### src/rtl/calc_op_sequencer.sv
// Replays queued (func, operand) commands on the lab calculator's button/switch pins as
// setup/press/release sequences and hands the sampled LED value back to the host.
module calc_op_sequencer #(
    parameter int DEPTH          = 4,
    parameter int SETUP_CYCLES   = 2,
    parameter int PRESS_CYCLES   = 4,
    parameter int RELEASE_CYCLES = 4
) (
    input  logic                         i_clk,
    input  logic                         i_rst_n,
    input  logic                         i_cmd_valid,
    output logic                         o_cmd_ready,
    input  logic [2:0]                   i_cmd_func,
    input  logic [15:0]                  i_cmd_operand,
    input  logic                         i_clear,
    output logic [2:0]                   o_calc_func,
    output logic [15:0]                  o_calc_sw,
    output logic                         o_calc_op,
    output logic                         o_calc_rst,
    input  logic [15:0]                  i_calc_result,
    output logic                         o_res_valid,
    input  logic                         i_res_ready,
    output logic [15:0]                  o_res_data,
    output logic [2:0]                   o_res_func,
    output logic                         o_busy,
    output logic [$clog2(DEPTH+1)-1:0]   o_count
);

    localparam int PTR_W  = $clog2(DEPTH);
    localparam int CNT_W  = $clog2(DEPTH + 1);
    localparam int MAX_SP = (SETUP_CYCLES > PRESS_CYCLES) ? SETUP_CYCLES : PRESS_CYCLES;
    localparam int MAX_SR = (MAX_SP > RELEASE_CYCLES) ? MAX_SP : RELEASE_CYCLES;
    // CLEAR also runs off the phase timer and needs to reach 1
    localparam int MAX_CY = (MAX_SR > 2) ? MAX_SR : 2;
    localparam int TMR_W  = $clog2(MAX_CY);

    typedef enum logic [2:0] {
        S_IDLE,
        S_SETUP,
        S_PRESS,
        S_RELEASE,
        S_REPORT,
        S_CLEAR
    } state_t;

    state_t             r_state;
    logic [TMR_W-1:0]   r_cnt;
    logic               r_clear_pending;
    logic [2:0]         r_calc_func;
    logic [15:0]        r_calc_sw;
    logic               r_calc_op;
    logic               r_calc_rst;
    logic               r_res_valid;
    logic [15:0]        r_res_data;
    logic [2:0]         r_res_func;

    logic [18:0]        r_mem [DEPTH];
    logic [PTR_W-1:0]   r_wr_ptr;
    logic [PTR_W-1:0]   r_rd_ptr;
    logic [CNT_W-1:0]   r_count;

    logic               w_push;
    logic               w_pop;
    logic [18:0]        w_head;

    assign o_cmd_ready = (r_count < CNT_W'(DEPTH));
    assign w_push      = i_cmd_valid && o_cmd_ready;
    assign w_pop       = (r_state == S_IDLE) && !r_clear_pending && (r_count != '0);
    assign w_head      = r_mem[r_rd_ptr];

    always_ff @(posedge i_clk) begin
        if (w_push) begin
            r_mem[r_wr_ptr] <= {i_cmd_func, i_cmd_operand};
        end
    end

    always_ff @(posedge i_clk or negedge i_rst_n) begin
        if (!i_rst_n) begin
            r_wr_ptr <= '0;
            r_rd_ptr <= '0;
            r_count  <= '0;
        end else begin
            if (w_push) r_wr_ptr <= r_wr_ptr + 1'b1;
            if (w_pop)  r_rd_ptr <= r_rd_ptr + 1'b1;
            case ({w_push, w_pop})
                2'b10:   r_count <= r_count + 1'b1;
                2'b01:   r_count <= r_count - 1'b1;
                default: r_count <= r_count;
            endcase
        end
    end

    always_ff @(posedge i_clk or negedge i_rst_n) begin
        if (!i_rst_n) begin
            r_state         <= S_IDLE;
            r_cnt           <= '0;
            r_clear_pending <= 1'b0;
            r_calc_func     <= '0;
            r_calc_sw       <= '0;
            r_calc_op       <= 1'b0;
            r_calc_rst      <= 1'b0;
            r_res_valid     <= 1'b0;
            r_res_data      <= '0;
            r_res_func      <= '0;
        end else begin
            // A clear arriving on the last CLEAR cycle is absorbed by the one being serviced
            if (i_clear) r_clear_pending <= 1'b1;
            case (r_state)
                S_IDLE: begin
                    r_cnt <= '0;
                    if (r_clear_pending) begin
                        r_calc_rst <= 1'b1;
                        r_state    <= S_CLEAR;
                    end else if (w_pop) begin
                        r_calc_func <= w_head[18:16];
                        r_calc_sw   <= w_head[15:0];
                        r_state     <= S_SETUP;
                    end
                end
                S_SETUP: begin
                    if (r_cnt == TMR_W'(SETUP_CYCLES - 1)) begin
                        r_cnt     <= '0;
                        r_calc_op <= 1'b1;
                        r_state   <= S_PRESS;
                    end else begin
                        r_cnt <= r_cnt + 1'b1;
                    end
                end
                S_PRESS: begin
                    if (r_cnt == TMR_W'(PRESS_CYCLES - 1)) begin
                        r_cnt     <= '0;
                        r_calc_op <= 1'b0;
                        r_state   <= S_RELEASE;
                    end else begin
                        r_cnt <= r_cnt + 1'b1;
                    end
                end
                S_RELEASE: begin
                    if (r_cnt == TMR_W'(RELEASE_CYCLES - 1)) begin
                        r_cnt       <= '0;
                        r_res_data  <= i_calc_result;
                        r_res_func  <= r_calc_func;
                        r_res_valid <= 1'b1;
                        r_state     <= S_REPORT;
                    end else begin
                        r_cnt <= r_cnt + 1'b1;
                    end
                end
                S_REPORT: begin
                    if (i_res_ready) begin
                        r_res_valid <= 1'b0;
                        r_state     <= S_IDLE;
                    end
                end
                S_CLEAR: begin
                    if (r_cnt == TMR_W'(1)) begin
                        r_cnt           <= '0;
                        r_calc_rst      <= 1'b0;
                        r_clear_pending <= 1'b0;
                        r_state         <= S_IDLE;
                    end else begin
                        r_cnt <= r_cnt + 1'b1;
                    end
                end
                default: r_state <= S_IDLE;
            endcase
        end
    end

    assign o_calc_func = r_calc_func;
    assign o_calc_sw   = r_calc_sw;
    assign o_calc_op   = r_calc_op;
    assign o_calc_rst  = r_calc_rst;
    assign o_res_valid = r_res_valid;
    assign o_res_data  = r_res_data;
    assign o_res_func  = r_res_func;
    assign o_count     = r_count;
    assign o_busy      = (r_state != S_IDLE) || (r_count != '0) || r_clear_pending;

endmodule

### config.mk
export PLATFORM = sky130hd
export DESIGN_NAME = calc_op_sequencer
export DESIGN_NICKNAME = d
export VERILOG_FILES = /design/src/rtl/calc_op_sequencer.sv
export SDC_FILE = /design/constraint.sdc
export NUM_CORES = 1
export LEC_CHECK = 0
export CAP_MARGIN = 40
export CORE_ASPECT_RATIO = 1.25
export CORE_MARGIN = 5
export CORE_UTILIZATION = 48
export DETAILED_ROUTE_END_ITERATION = 8
export GPL_ROUTABILITY_DRIVEN = 0
export GPL_TIMING_DRIVEN = 0
export PLACE_DENSITY = 0.76
export SYNTH_ARGS = -nofsm -noshare
export SYNTH_HDL_FRONTEND = slang
export SYNTH_SLANG_ARGS = --single-unit
### constraint.sdc
create_clock -name i_clk -period 2.1 [get_ports i_clk]
set_input_delay 0.21 -clock i_clk [delete_from_list [all_inputs] [get_ports i_clk]]
set_output_delay 0.21 -clock i_clk [all_outputs]
set_load 0.01 [all_outputs]
==> impl_results.md, run 1 <==
- Outcome: complete, no violations
- Most frequent cells in the layout: 84 x clkdlybuf4s50_1, 76 x edfxtp_1, 51 x dfrtp_1, 22 x mux2_2, 19 x mux4_2
- Sequential element share of the synthesized area: 0.700
- Via/cell ratio: 5.24
- Crit Path Class: flop to flop
- CTS sink cnt: 130
- DIE AREA: 13000 um^2
- Crit Path Max Fanout: 4
- Antenna violations before repair: 0
- Synth unique cells: 38
- Clk root buf: clkbuf_16
- Adder-cell share of the synthesized area: 0.0231
- Lkg Pwr: 2.66 nW
- Global-route wire length before repair: 15800 um
- Met3 routed WL: ~560 um
- Mux share of post-synthesis cell area: 0.184
- Row count: 42
- Worst-Skew Late Latency: roughly 0.40 ns
- Max Fclk: 485 MHz
- Arrival @ worst endpoint: 2.38 ns
- Delay-heaviest family, CP: simple AND/OR/NAND/NOR gates
- Global-route total usage across every layer: 0.164
- Clock transition at path regs: 0.06 ns
- Area contributors post-synth: edfxtp_1 44%, dfrtp_1 26%, mux4_2 8.2%
- Cts bufs inserted: 17
- Number of global-route vias before repair: between 3000 and 4000
- ANT nets after route: 0
- CP max stage cell: dfrtp_2
- Overall routed net length: 9910 um
- Commonest non-fill, non-tap cell in the layout: clkdlybuf4s50_1
- Synth top area share: 0.439
- Clk_skew: 0.00823 ns
- DP HPWL: 6570 um
- DRC Markers: 0
- Met1 WL: 3890 um
- EDFF count, synth: 76
- Worst setup SP type: flop
- Synth warn: 0
- Total gr overflow: 0
- Max Used Layer: met4
- RSZ-0062 raised after global routing: yes
- Largest net degree at the start of global routing: 38
- Post-synthesis register bit count: 130
- Pins Over Slew Limit: 0
- Least-Margin Pin Slew: 0.681 ns
- Crit path depth: 8
- XOR/XNOR share of the synthesized area: 0.0101
- Drt first pass iters: 4
- VDD IR max: just under 0.7 mV
- Fin Hold WS: 0.313 ns
- Final Setup Violations: 0
- Min-Delay Path Class: input port to async pin
- Main flop type after synthesis: edfxtp_1
- R2R depth: 8
- Met2 wire length: around 5300 um
- Core area: about 11000 um^2
- Via count of the routed design: ~2800
- Worst Setup End Kind: flop
- Crit path largest cell delay: 0.42 ns
- Tmin final: 2.06 ns
- Synth Net Count: roughly 330
- Worst path required time: 2.42 ns
- Final Util: 0.653
- Rel. slew slack: 0.546
- ANT cells: 0
- Cell count after synthesis: 277
- # IOs: 86
- Synth area leader: edfxtp_1
- Max-cap viol count: 0
- Final hold violation count: 0
- Crit share post-route: 0.982
- H-tree levels: 4
- Mean Syn Cell Area: 18.7 um^2
- Compound-gate portion of the synthesized area: 0.0226
- Cell Area, Synth: 5190 um^2
- Nets@finish: 440
- DR WL/cell: 18.5 um
- Area delta synth->final: 33.4%
- Largest family of logic cells by synthesized area: multiplexers
- Layout cells sized above 1: 0.285
- Simple-Gate Fraction of Synth Area: 0.0378
- CTS tree: yes
- Fill count: 745
- IO buf count: 85
- Starting Density: 0.489
- Initial DRC count: about 140
- Cell Chain, Critical Path: nor4_4 -> and2b_4 -> ha_4 -> inv_2 -> fa_2 -> xor2_1 -> nor2_1 -> xnor2_1
- Pwr dens: 1330 nW/um^2
- Asr flop ratio synth: 0.415
- CP Buf/Inv Count: 1
- Width of the die: 103 um
- Die height: 126 um
- Maximum clock insertion buffer count: 2
worst reg2reg max path, stage by stage, from the launching register on:
cell and delay, ns:
dfrtp_2 0.42, nor4_4 0.37, and2b_4 0.25, ha_4 0.14
inv_2 0.04, fa_2 0.37, xor2_1 0.15, nor2_1 0.12
xnor2_1 0.13
routing by layer:
metal  vias to the layer above  track usage
met5                         -            0
met4                         0       0.0808
met3                        10       0.0395
met2                        93        0.277
met1                      1422        0.192
li1                       1281            -
sequential cells by signal (all words and copies together), names as in the netlist, 2 cells and up:
signal	flops
r_cnt	2
r_mem	76
o_res_func	3
r_wr_ptr	2
o_calc_func	3
o_res_data	16
o_count	3
r_state	3
r_rd_ptr	2
o_calc_sw	16
through the flow:
step	worst slack, ns	TNS [ns]	cells	total power, mW	area (um^2)
6_report	0.0375	0	536	9.21	6930
5_1_grt	-0.0524	-0.0524	536	9.72	6930
4_1_cts	0.00409	0	536	9.35	6940
3_5_place_dp	-0.163	-0.166	499	6.66	6350
3_3_place_gp	-1.19	-71.79	494	6.44	6230
2_1_floorplan	0.0283	0	277	5.35	5210
path summary, 6_finish.rpt:
path	start	end	slack, ns
worst max-delay path	r_state[2]$_DFFE_PN0P_	o_count[2]$_DFFE_PN0P_	0.04
worst min-delay path	i_rst_n	o_res_data[4]$_DFFE_PN0P_	0.31
worst max register to register	r_state[2]$_DFFE_PN0P_	o_count[2]$_DFFE_PN0P_	0.04
worst min register to register	o_res_data[15]$_DFFE_PN0P_	o_res_data[15]$_DFFE_PN0P_	0.50
max in group asynchronous	i_rst_n	r_state[1]$_DFFE_PN0P_	1.20
min in group i_clk	i_clear	r_clear_pending$_DFF_PN0_	0.41
synth_stat cells (4+ instances only):
library cell	number
edfxtp_1	76
nand2_1	6
mux2_4	18
mux2_2	22
clkbuf_1	5
inv_1	12
dfrtp_1	54
ha_1	8
and2_1	4
nor2_1	5
a21oi_1	4
o21ai_0	6
mux4_2	19
report_power, final:
| part | switching, mW | internal [mW] |
|---|---|---|
| logic | 1.21 | 1.70 |
| registers | 0.341 | 3.35 |
| clock network | 0.954 | 1.65 |
cells by family (layout without fill, tap and decap cells):
logic type                 after synthesis  in the layout
DFF                                    130            130
muxes                                   60             60
and+or+nand+nor                         30             30
buffers and inverters                   23            150
AOI/OAI and AO/OA                       19             19
adders and majority gates                9              9
xor gates and xnor gates                 6              6
repair_timing:
item                                    4_1_cts  5_1_grt
endpoints found under the setup margin        2        1
endpoints found under the hold margin        17        0
gates resized for setup                       4        1
pin swaps                                     2        4
hold buffers                                  1        0
buffers inserted                              4        1
layout make-up:
class	instances	area (um^2)	share of cell area
sequential	130	3640	0.525
multi-input combinational	124	1460	0.210
timing repair buffer	96	1020	0.148
clock buffer	26	509	0.0735
tap	132	165	0.0238
buffer	10	61.3	0.00885
inverter	12	45.0	0.00650
clock inverter	6	30.0	0.00433
(Power assumes the default switching activity.)
==> inputs of run 2 (changes only) <==
--- a/config.mk
+++ b/config.mk
@@ -7,7 +7,7 @@
 export LEC_CHECK = 0
 export CAP_MARGIN = 40
 export CORE_ASPECT_RATIO = 1.25
-export CORE_MARGIN = 5
+export CORE_MARGIN = 1
 export CORE_UTILIZATION = 48
 export DETAILED_ROUTE_END_ITERATION = 8
 export GPL_ROUTABILITY_DRIVEN = 0
==> impl_results.md, run 2 (same netlist as run 1, synthesis figures left out) <==
- Fin Hold WS: 0.315 ns (+0.00169 ns)
- DRC Markers: 0 (unchanged)
- Cell Chain, Critical Path: nor4_4 -> and2b_4 -> buf_12 -> ha_4 -> inv_1 -> fa_2 -> xor2_1 -> nor2_1 -> xnor2_1
- RSZ-0062 raised after global routing: yes
- Sequential Power Share: 0.376 (-0.025)
- Worst-Skew Late Latency: 0.41 ns (about the same)
- Least-Margin Pin Slew: 0.658 ns (-0.0231 ns)
- Total gr overflow: 0 (unchanged)
- Global-route total usage across every layer: 0.193 (+0.0290)
- Pwr dens: 1400 nW/um^2 (+5.0%)
- Overall routed net length: 9810 um (-1.0%)
- Initial DRC count: 125 (-8.8%)
- Net Sw Frac: 0.272 (-0.000488)
- DIE AREA: 11200 um^2 (-14%)
- Final setup TNS: 0 ns (unchanged)
- Starting Density: 0.492 (+0.00243)
- Area delta synth->final: 36.0%
- Die height: 118 um (-6.3%)
- Max-cap viol count: 0 (unchanged)
- Outcome: complete, no violations
- Crit Path Class: flop to flop
- DP HPWL: 6380 um (-2.9%)
- CTS sink cnt: 130 (unchanged)
- Delay-heaviest family, CP: simple AND/OR/NAND/NOR gates
- Max reg flops: 76 (unchanged)
- Nets@finish: 443 (+0.68%)
- Min-Delay Path Class: input port to async pin
- Crit Path Max Fanout: 2 (-2)
- Pins Over Slew Limit: 0 (unchanged)
- ANT nets after route: 0 (unchanged)
- Internal: 7.18 mW (+7.1%)
- Via count of the routed design: 2824 (+0.64%)
- Maximum clock insertion buffer count: 2 (unchanged)
- Largest net degree at the start of global routing: 35 (-7.9%)
- Lkg Pwr: 2.71 nW (+1.8%)
- Most frequent cells in the layout: 83 x clkdlybuf4s50_1, 76 x edfxtp_1, 51 x dfrtp_1, 22 x mux2_2, 19 x mux4_2
- Comb power frac: 0.298 (-0.018)
- Commonest non-fill, non-tap cell in the layout: clkdlybuf4s50_1
- ANT cells: 0 (unchanged)
- Non-Filler Instances: 539 (+0.56%)
- Antenna violations before repair: 0 (unchanged)
- Clock transition at path regs: 0.06 ns (about the same)
- Clk_skew: 0.00839 ns (+0.000165 ns)
- Worst Setup End Kind: flop
- Crit share post-route: 0.962 (-0.0198)
- VDD IR max: 0.941 mV (+37%)
- Via/cell ratio: 5.24 (about the same)
- Arrival @ worst endpoint: 2.35 ns (-0.03 ns)
- Max Fclk: 495 MHz (+2.1%)
- Layout cells sized above 1: 0.297 (+0.0126)
- NetSw: 2.68 mW (+6.8%)
- Rel. slew slack: 0.561 (+0.0154)
- # IOs: 86 (unchanged)
- Most flop-heavy register: r_mem
- Clk root buf: clkbuf_16
- CP Buf/Inv Count: 2 (+1)
- CP max stage cell: dfrtp_2
- Final hold violation count: 0 (unchanged)
- Tmin final: 2.02 ns (-0.0416 ns)
- Number of global-route vias before repair: 3020 (-2.2%)
- Crit path largest cell delay: 0.42 ns (about the same)
- Clock share of power: 0.327 (+0.044)
- Width of the die: 95.0 um (-7.8%)
- Global-route wire length before repair: 15400 um (-2.6%)
- H-tree levels: 4 (unchanged)
- Drt first pass iters: 4 (unchanged)
- DP Cell Count: 499 (unchanged)
- CTS tree: yes
- Row count: 42 (unchanged)
- Core area: 10600 um^2 (-0.50%)
- Worst path required time: 2.43 ns (about the same)
- Worst setup SP type: flop
- DR WL/cell: 18.2 um (-1.6%)
- IO buf count: 85 (unchanged)
- Cts bufs inserted: 17 (unchanged)
- Final Setup Violations: 0 (unchanged)
-- run 2: changes by cell type in the layout (fill, tap and decap cells not counted), moves of 2 or more --
| cell | previous run | this run |
|---|---|---|
| clkinv_4 | 0 | 3 |
| clkbuf_1 | 9 | 5 |
| buf_4 | 7 | 9 |
| bufinv_16 | 0 | 5 |
| buf_8 | 0 | 2 |
| inv_6 | 0 | 3 |
| clkinvlp_4 | 0 | 3 |
| buf_16 | 4 | 2 |
| clkbuf_8 | 5 | 0 |
| clkinv_2 | 6 | 1 |
-- run 2: routing by layer --
layer | track usage | up-vias | part of all wire
li1 | - | 1284 | -
met5 | 0 | - | 0
met1 | 0.216 | 1438 | 0.38
met3 | 0.0508 | 16 | 0.045
met4 | 0.0947 | 0 | 0.025
met2 | 0.332 | 86 | 0.55
-- run 2: cell type report --
| cell class | count | area, um^2 |
|---|---|---|
| clock inverters | 15 | 230 |
| multi-input cells | 124 | 1460 |
| inverters | 12 | 45.0 |
| flip-flops and latches | 130 | 3640 |
| repair buffers | 98 | 1020 |
| well taps | 132 | 165 |
| plain buffers | 11 | 81.3 |
| clock buffers | 17 | 425 |
| fillers | 725 | 3500 |
-- run 2: worst reg2reg max path, delay by kind of cell, from the launching register on --
family	cells	cell delay, ns
AND/OR/NAND/NOR	3	0.65
XOR/XNOR	2	0.27
flip-flops	1	0.42
buffers and inverters	2	0.16
adder cells (fa/ha/maj)	2	0.45
-- run 2: worst paths after layout --
check | startpoint | end | slack [ns] | depth (start not counted)
max | r_state[2]$_DFFE_PN0P_ | o_count[2]$_DFFE_PN0P_ | 0.08 | 9
max reg2reg | r_state[2]$_DFFE_PN0P_ | o_count[2]$_DFFE_PN0P_ | 0.08 | 9
min | i_rst_n | o_res_data[1]$_DFFE_PN0P_ | 0.32 | 2
min in group i_clk | i_clear | r_clear_pending$_DFF_PN0_ | 0.41 | 3
min reg2reg | o_res_data[12]$_DFFE_PN0P_ | o_res_data[12]$_DFFE_PN0P_ | 0.50 | 1
max in group asynchronous | i_rst_n | r_state[2]$_DFFE_PN0P_ | 1.20 | 3
-- run 2: timing repair --
item | in CTS | in global routing
endpoints found under the hold margin | 20 | 0
hold buffers | 1 | 0
setup buffers | 5 | 2
pin swaps | 2 | 3
endpoints found under the setup margin | 2 | 2
gates resized for setup | 3 | 3
-- run 2: stage by stage --
stage / cell area [um^2] / total power [mW] / setup slack, ns / util
after floorplan: 5210 / 5.35 / 0.0283 / -
after global placement: 6230 / 6.42 / -1.12 / 0.590
after detailed placement: 6330 / 6.61 / -0.178 / 0.599
after CTS: 7040 / 9.91 / 0.00800 / 0.666
after global routing: 7060 / 10.3 / -0.0176 / 0.669
final: 7060 / 9.86 / 0.0792 / 0.669
-- run 2: power groups by stage --
stage / Combinational, mW / Sequential, mW / Clock (mW)
6_report: 2.93 / 3.70 / 3.22
5_1_grt: 3.17 / 3.77 / 3.37
4_1_cts: 2.94 / 3.71 / 3.27
3_5_place_dp: 2.85 / 3.75 / 0
3_3_place_gp: 2.70 / 3.72 / 0
2_1_floorplan: 1.51 / 3.83 / 0
==> inputs of run 3 (changes only) <==
--- a/config.mk
+++ b/config.mk
@@ -6,13 +6,13 @@
 export NUM_CORES = 1
 export LEC_CHECK = 0
 export CAP_MARGIN = 40
-export CORE_ASPECT_RATIO = 1.25
 export CORE_MARGIN = 1
-export CORE_UTILIZATION = 48
+export CORE_UTILIZATION = 56
 export DETAILED_ROUTE_END_ITERATION = 8
+export DONT_BUFFER_PORTS = 1
 export GPL_ROUTABILITY_DRIVEN = 0
 export GPL_TIMING_DRIVEN = 0
-export PLACE_DENSITY = 0.76
+export PLACE_DENSITY = 0.74
 export SYNTH_ARGS = -nofsm -noshare
 export SYNTH_HDL_FRONTEND = slang
 export SYNTH_SLANG_ARGS = --single-unit
==> impl_results.md, run 3 (same netlist as run 1, synthesis figures left out) <==
- Outcome: complete, but fails checks
- Failing checks: DRC
- Row count: 34 (-19%)
- Met2 wire length: 4820 um (-9.8%)
- Power Total: 8.77 mW (-11%)
- Nets@finish: 395 (-11%)
- Layout cells sized above 1: 0.337 (+0.0398)
- Internal: 6.19 mW (-14%)
- Overall routed net length: 9330 um (-4.9%)
- DIE AREA: 9660 um^2 (-14%)
- Worst path required time: 2.53 ns (+0.10 ns)
- Clock share of power: 0.321 (-0.006)
- DRC Markers: 11 (+11)
- Total gr overflow: 0 (unchanged)
- End of the critical path: o_count[2]$_DFFE_PN0P_
- Min-Delay Path Class: input port to async pin
- Global-route wire length before repair: 14900 um (-3.0%)
- DP HPWL: 5340 um (-16%)
- Number of global-route vias before repair: 2802 (-7.2%)
- Crit path largest cell delay: 0.43 ns (about the same)
- Final Util: 0.729 (+0.0607)
- Crit share post-route: 0.969 (+0.00625)
- Reg-to-Reg Start: r_state[2]$_DFFE_PN0P_
- Crit Path Max Fanout: 4 (+2)
- R2R depth: 8 (-1)
- Most frequent cells in the layout: 76 x edfxtp_1, 51 x dfrtp_1, 38 x dlygate4sd3_1, 22 x mux2_2, 19 x mux4_2
- IO buf count: 0 (-100%)
- Crit path from: r_state[2]$_DFFE_PN0P_
- Starting Density: 0.587 (+0.0953)
- Antenna violations before repair: 0 (unchanged)
- Cts bufs inserted: 17 (unchanged)
- ANT cells: 0 (unchanged)
- Clock transition at path regs: 0.06 ns (about the same)
- Global-route total usage across every layer: 0.214 (+0.0215)
- Met3 routed WL: 728 um (+65%)
- H-tree levels: 4 (unchanged)
- Max Used Layer: met4
- CTS tree: yes
- Final hold violation count: 0 (unchanged)
- Clk_skew: 0.00813 ns (-0.000266 ns)
- Pins Over Slew Limit: 0 (unchanged)
- Drt first pass iters: 6 (+2)
- # IOs: 86 (unchanged)
- Worst setup SP type: flop
- DR WL/cell: 20.0 um (+9.8%)
- Die height: 98.3 um (-17%)
- Most flop-heavy register: r_mem
- Rel. slew slack: 0.572 (+0.0102)
- Core area: 8850 um^2 (-16%)
- Tmin final: 2.03 ns (+0.0131 ns)
- ANT nets after route: 0 (unchanged)
- Via count of the routed design: 2638 (-6.6%)
- Max-cap viol count: 0 (unchanged)
- Commonest non-fill, non-tap cell in the layout: edfxtp_1
- Sequential Power Share: 0.447 (+0.071)
- RSZ-0062 raised after global routing: yes
- Pwr dens: 1360 nW/um^2 (-2.6%)
- Via/cell ratio: 5.65 (+7.8%)
- Max reg flops: 76 (unchanged)
- Worst Setup End Kind: flop
- Comb power frac: 0.232 (-0.066)
- Net Sw Frac: 0.293 (+0.0215)
- Fin Hold WS: 0.229 ns (-0.0866 ns)
- NetSw: 2.57 mW (-4.0%)
- Clk root buf: clkbuf_8
- Final Setup Violations: 0 (unchanged)
- Arrival @ worst endpoint: 2.47 ns (+0.12 ns)
- Largest net degree at the start of global routing: 55 (+57%)
- Initial DRC count: 136 (+8.8%)
- VDD IR max: 0.967 mV (+2.8%)
- Area delta synth->final: 24.3%
- CTS sink cnt: 130 (unchanged)
- Flop-to-flop setup slack: 0.07 ns (about the same)
- Worst-Skew Late Latency: 0.51 ns (+0.10 ns)
- Max Fclk: 492 MHz (-0.65%)
- Maximum clock insertion buffer count: 2 (unchanged)
- CP max stage cell: dfrtp_2
- Lkg Pwr: 2.50 nW (-7.7%)
- Least-Margin Pin Slew: 0.643 ns (-0.0154 ns)
- Width of the die: 98.3 um (+3.4%)
- Reg-to-reg critical path endpoint: o_count[2]$_DFFE_PN0P_
- Crit Path Class: flop to flop
- Cell Chain, Critical Path: nor4_4 -> and2b_4 -> ha_4 -> inv_2 -> fa_2 -> xor2_1 -> nor2_1 -> xnor2_1
- Met1 WL: 3650 um (-3.3%)
[run 3: changes by cell type in the layout (fill, tap and decap cells not counted), moves of 2 or more]
cell,change
clkdlybuf4s50_1,-83
clkbuf_1,+2
and2_2,+2
buf_12,-2
dlygate4sd3_1,+37
and2_1,-2
bufinv_16,-3
clkinvlp_4,-2
clkinv_4,+2
[run 3: power by group through the flow]
stage / Clock, mW / Combinational [mW] / Sequential, mW
2_1_floorplan: 0 / 1.51 / 3.83
3_3_place_gp: 0 / 1.75 / 3.94
3_5_place_dp: 0 / 1.85 / 3.97
4_1_cts: 2.86 / 2.02 / 3.92
5_1_grt: 2.97 / 2.24 / 3.99
6_report: 2.81 / 2.03 / 3.92
[run 3: per-layer routing]
layer	track usage	vias to the layer above
met2	0.357	97
li1	-	1189
met3	0.0830	13
met5	0	-
met4	0.0850	0
met1	0.251	1339
[run 3: how the worst min path moves through the flow]
stage / startpoint / slack, ns / endpoint
2_1_floorplan: i_rst_n / -0.09 / o_calc_func[0]$_DFFE_PN0P_
3_3_place_gp: i_rst_n / -0.08 / o_res_data[3]$_DFFE_PN0P_
3_5_place_dp: i_rst_n / -0.08 / o_res_data[3]$_DFFE_PN0P_
4_1_cts: i_cmd_valid / 0.21 / r_wr_ptr[0]$_DFFE_PN0P_
5_1_grt: i_cmd_valid / 0.24 / r_wr_ptr[0]$_DFFE_PN0P_
6_report: i_rst_n / 0.23 / o_calc_sw[4]$_DFFE_PN0P_
[run 3: cell type report]
cell class,instances,area (um^2)
Buffer,10,61.3
Clock buffer,19,422
Clock inverter,13,154
Fill cell,530,2390
Inverter,12,45.0
Multi-Input combinational cell,124,1460
Sequential cell,130,3640
Tap cell,108,135
Timing Repair Buffer,51,541
[run 3: through the flow]
stage	area, um^2	cells	setup slack [ns]	TNS (ns)
after floorplan	5210	277	0.0283	0
after global placement	5350	385	-0.132	-0.985
after detailed placement	5420	389	-0.173	-0.173
after CTS	6440	464	0.0195	0
after global routing	6450	467	-0.0158	-0.0158
final	6450	467	0.0660	0
[run 3: worst max-delay path: cells and delay by family (launching register included)]
family,cells,cell delay (ns)
fa+ha+maj,2,0.49
xor+xnor,2,0.28
buf+inv,1,0.03
flops,1,0.43
simple gates,3,0.72
[run 3: timing repair]
item | CTS | global route
endpoints found under the hold margin | 148 | 0
pin swaps | 2 | 5
setup endpoints to repair | 1 | 21
hold buffers | 39 | 0
gates resized for setup | 4 | 3
setup buffers | 4 | 4
